--- config.mk ---
export PLATFORM = sky130hd
export DESIGN_NAME = tri_next
export DESIGN_NICKNAME = d
export VERILOG_FILES = /design/src/rtl/pattern_check_pkg.sv /design/src/rtl/pattern_checker_tri_next.sv
export SDC_FILE = /design/constraint.sdc
export NUM_CORES = 1
export LEC_CHECK = 0
export ABC_AREA = 1
export BUFFER_PORTS_ARGS = -buffer_cell sky130_fd_sc_hd__buf_2
export CAP_MARGIN = 20
export CORE_AREA = 2 2 39 41
export DETAILED_ROUTE_END_ITERATION = 8
export DIE_AREA = 0 0 41 43
export PLACE_DENSITY = 0.4
export SYNTH_ARGS = -nofsm -noshare
export SYNTH_HDL_FRONTEND = slang
export SYNTH_SLANG_ARGS = --single-unit
export TNS_END_PERCENT = 100
--- constraint.sdc ---
create_clock -name vclk -period 0.9
set_input_delay 0.09 -clock vclk [all_inputs]
set_output_delay 0.09 -clock vclk [all_outputs]
set_load 0.01 [all_outputs]
--- src/rtl/pattern_check_pkg.sv ---
// pattern_check_pkg: shared state encoding and direction constants for the triangle pattern checker.
`default_nettype none

package pattern_check_pkg;

  typedef enum logic [1:0] {
    ST_HUNT   = 2'd0,
    ST_SYNC   = 2'd1,
    ST_LOCKED = 2'd2
  } state_t;

  localparam logic DIR_UP   = 1'b1;
  localparam logic DIR_DOWN = 1'b0;

endpackage

`default_nettype wire

--- src/rtl/pattern_checker_tri_next.sv ---
// tri_next: next triangle-sequence value and direction from the last value and current direction.
`default_nettype none

module tri_next
  import pattern_check_pkg::*;
#(
  parameter int W = 3
) (
  input  wire logic [W-1:0] i_val,
  input  wire logic         i_dir,
  output logic      [W-1:0] o_next,
  output logic              o_dir
);

  localparam logic [W-1:0] c_MAX = '1;
  localparam logic [W-1:0] c_ONE = W'(1);

  always_comb begin
    o_next = i_val;
    o_dir  = i_dir;
    if (i_dir == DIR_UP) begin
      if (i_val != c_MAX) begin
        o_next = i_val + c_ONE;
      end else begin
        o_next = i_val - c_ONE;
        o_dir  = DIR_DOWN;
      end
    end else begin
      if (i_val != '0) begin
        o_next = i_val - c_ONE;
      end else begin
        o_next = i_val + c_ONE;
        o_dir  = DIR_UP;
      end
    end
  end

endmodule

`default_nettype wire

Yosys cells after proc, flatten, opt, wreduce, memory -nomap -nowiden
Cells that the tools add are included.

Register bits after elaboration: 0. Input bits: 4.

Add/sub/neg operators: 2. Eq/ne operators: 1. Mux-type cells: 6. Reductions and logical operators: 1.

Operators by type and width (count): 2-to-1 mux 3 bit (3); adder 3 x 1 -> 3 bit, second input constant (1); 2-to-1 mux 1 bit (3); inequality test 3 bit, second input constant (1); nonzero test 3 bit (1); subtractor 3 x 1 -> 3 bit, second input constant (1).

Depth between registers and ports, before layout
Depth in word-level cells: 3. Mapped depth: 8. Gate-level depth less buffers: 8.

Worst setup path after synthesis
Ideal clock, no wire load.

Path type: input to output. From: input i_val[0]. To: output o_next[1]. Data arrival time: 0.809 ns. Path slack: 0.001 ns. Stages: 7. Buffers on the path: 0. Cell sequence: ha_1 ha_1 inv_1 nand2_1 nand2_2 nand2_1 nand2_1.

Cells in the longest elaborated chain, start to end: 3. Elaborated cells between the ends (all ways): 7. Those cells by class: add/sub: 2; eq/ne: 1; mux: 3; reduce/logical: 1.

RTL lines: start: declaration (RTL line pattern_checker_tri_next.sv:9) `input wire logic [W-1:0] i_val,`; adder 3 x 1 -> 3 bit, or another cell as far along (RTL line pattern_checker_tri_next.sv:23, pattern_checker_tri_next.sv:32); 2-to-1 mux 3 bit, on equally long branches (RTL line pattern_checker_tri_next.sv:29, pattern_checker_tri_next.sv:22); 2-to-1 mux 3 bit * (RTL line pattern_checker_tri_next.sv:21) `if (i_dir == DIR_UP) begin`; end: declaration (RTL line pattern_checker_tri_next.sv:11) `output logic [W-1:0] o_next,`.

Mark *: on every way between the ends. The rest lies on a longest branch, timed or not.

Worst setup path after layout
From: input i_val[0]. To: output o_next[2].

Same word-level chain as after synthesis.

==> impl_metrics.json <==
{
  "run_status": "finished, violations left",
  "violations": "setup timing",
  "boundaryPins": 8,
  "max_freq_mhz": 1040,
  "rsz0062_at_grt": "true",
  "drive_above_1_share_pct": 62.16,
  "grtUsageMet2_pct": 6.250,
  "synth.distinct_cells": 8,
  "crit_fanout": 3,
  "path_common_cell": "ha_4",
  "ys_seq_area_share_pct": 0,
  "vias": 170,
  "seq_cells": 0,
  "drt-total-wl_um": 325,
  "grtUsageMet1_pct": 4.747,
  "finalSetupViolCount": 2,
  "synth_nets": 36,
  "postCtsSetupRepairBufs": 0,
  "die_area_um2": 1763,
  "path_buf_inv": 4,
  "area.sequential_um2": 0,
  "netlist_area_um2": 155.1,
  "insertedDiodeCount": 0,
  "hold_buffers": 0,
  "finalPower_w": 0.0001352,
  "fp.coreArea_um2": 1384,
  "route.detailed.drc": 0,
  "critPathLaunchType": "input pin",
  "grt.busiest_layer": "met2",
  "crit_required_ns": 0.81,
  "final_max_slew_viol_count": 0,
  "drtAntennaViolNets": 0,
  "leakagePower_nw": 0.1548,
  "slew_headroom_pct": 91.92,
  "critical_path_arrival_ns": 0.87,
  "place_ws_ns": -0.2293,
  "netlist_instances": 28,
  "antenna_found_initial": 0,
  "path_class": "in -> out",
  "setup_ws_ns": -0.06114,
  "area_growth_pct": 95.97,
  "worst-path-stages": 8,
  "dr.first_iter.drc_count": 0,
  "hp-class": "in -> out",
  "grt_use_met3_pct": 0.5236,
  "nClkBuffers": 0,
  "ir_drop_v": 0.0001508,
  "avgSynthCellArea_um2": 5.541,
  "dr.pass1.iters": 1,
  "gp_congestion": 0.6070,
  "worst_pin_slew_ns": 0.1210,
  "finalSetupTns_ns": -0.1223,
  "grt_pass1_wl_um": 469,
  "crit_path_top_delay_cell": "ha_4",
  "rows": 14,
  "via_per_inst": 3.208,
  "synth_warnings": 0,
  "maxCapViolCount": 0,
  "port_buffers": 8,
  "grt.total_usage_pct": 3.596,
  "grt_max_degree": 4,
  "crit_family": "adder cells",
  "nets": 47,
  "hold_depth": 3,
  "critPathMaxStageDelay_ns": 0.26,
  "grt_remaining_overflow": 0,
  "endpoint_kind": "output pin",
  "die_h_um": 43,
  "grt_pass1_vias": 122,
  "start_util_pct": 11.21,
  "power_density_nw_per_um2": 444.7,
  "fin_crit_sh_pct": 106.8,
  "finalHoldViolations": 0,
  "die_w_um": 41,
  "wl_per_cell_um": 6.132,
  "period_needed_ns": 0.9611,
  "path_cells": "buf_8 > ha_4 > ha_4 > inv_2 > nand3_2 > nand2_1 > inv_1 > buf_2"
}
==> cells by family (layout without fill, tap and decap cells) <==
logic type               count (synthesis)  after routing  synth area share (%)
buffers and inverters                    9             18                 21.77
AND/OR/NAND/NOR                         15             15                 45.98
adder cells (fa/ha/maj)                  4              4                 32.26
==> Yosys cell counts <==
master    count  area (µm²)
inv_2         1       3.750
nand3b_1      1       7.510
nand2_2       1       6.260
ha_1          4       50.05
nand2_1      10       37.54
nand3_1       2       10.01
nand3_2       1       10.01
inv_1         8       30.03
==> power breakdown <==
group / internal, W / leakage [nW] / switching [W]
Sequential: 0 / 0 / 0
Clock: 0 / 0 / 0
Combinational: 0.0000660 / 0.155 / 0.0000692
==> layout make-up <==
cell class,instances,area (µm²)
tap,16,20.02
fill,161,1080
timing repair buffer,9,63.81
multi-input combinational,19,186.4
inverter,9,33.78
==> stage by stage <==
stage	util, %	std cells	area (µm²)	hold WS (ns)
2_1_floorplan	-	28	155.1	0.2235
3_3_place_gp	16.09	53	222.7	0.4356
3_5_place_dp	16.09	53	222.7	0.4380
4_1_cts	20.34	53	281.5	0.4113
5_1_grt	21.97	53	304.0	0.4225
6_report	21.97	53	304.0	0.4171
==> worst paths after layout <==
kind	from	to	slack (ns)
min	i_val[0]	o_next[0]	0.42
max	i_val[0]	o_next[2]	-0.06
==> layout by cell type (no fill, tap or decap) <==
cell,Yosys,final
nand3_2,1,2
nand3b_1,1,1
ha_2,0,1
nand2_1,10,9
inv_1,8,4
nand3_4,0,1
nand2_4,0,1
buf_8,0,1
nand2_2,1,1
buf_2,0,6
buf_6,0,1
inv_2,1,5
buf_4,0,1
ha_4,0,3
==> per-layer routing <==
metal	wire length (µm)	part of all wire, %
met5	0	0
met4	0	0
met3	25	7.7
met2	143	44
met1	156	48
==> tightest hold or removal path, cell delays in order <==
cell   delay, ns
buf_8       0.08
inv_1       0.03
buf_2       0.12
==> repair_timing <==
item / CTS / global route
gates cloned: 0 / 0
resized for setup: 13 / 6
pin swaps: 5 / 4
setup endpoints to repair: 3 / 3
Power figures use the tool's default switching activity.
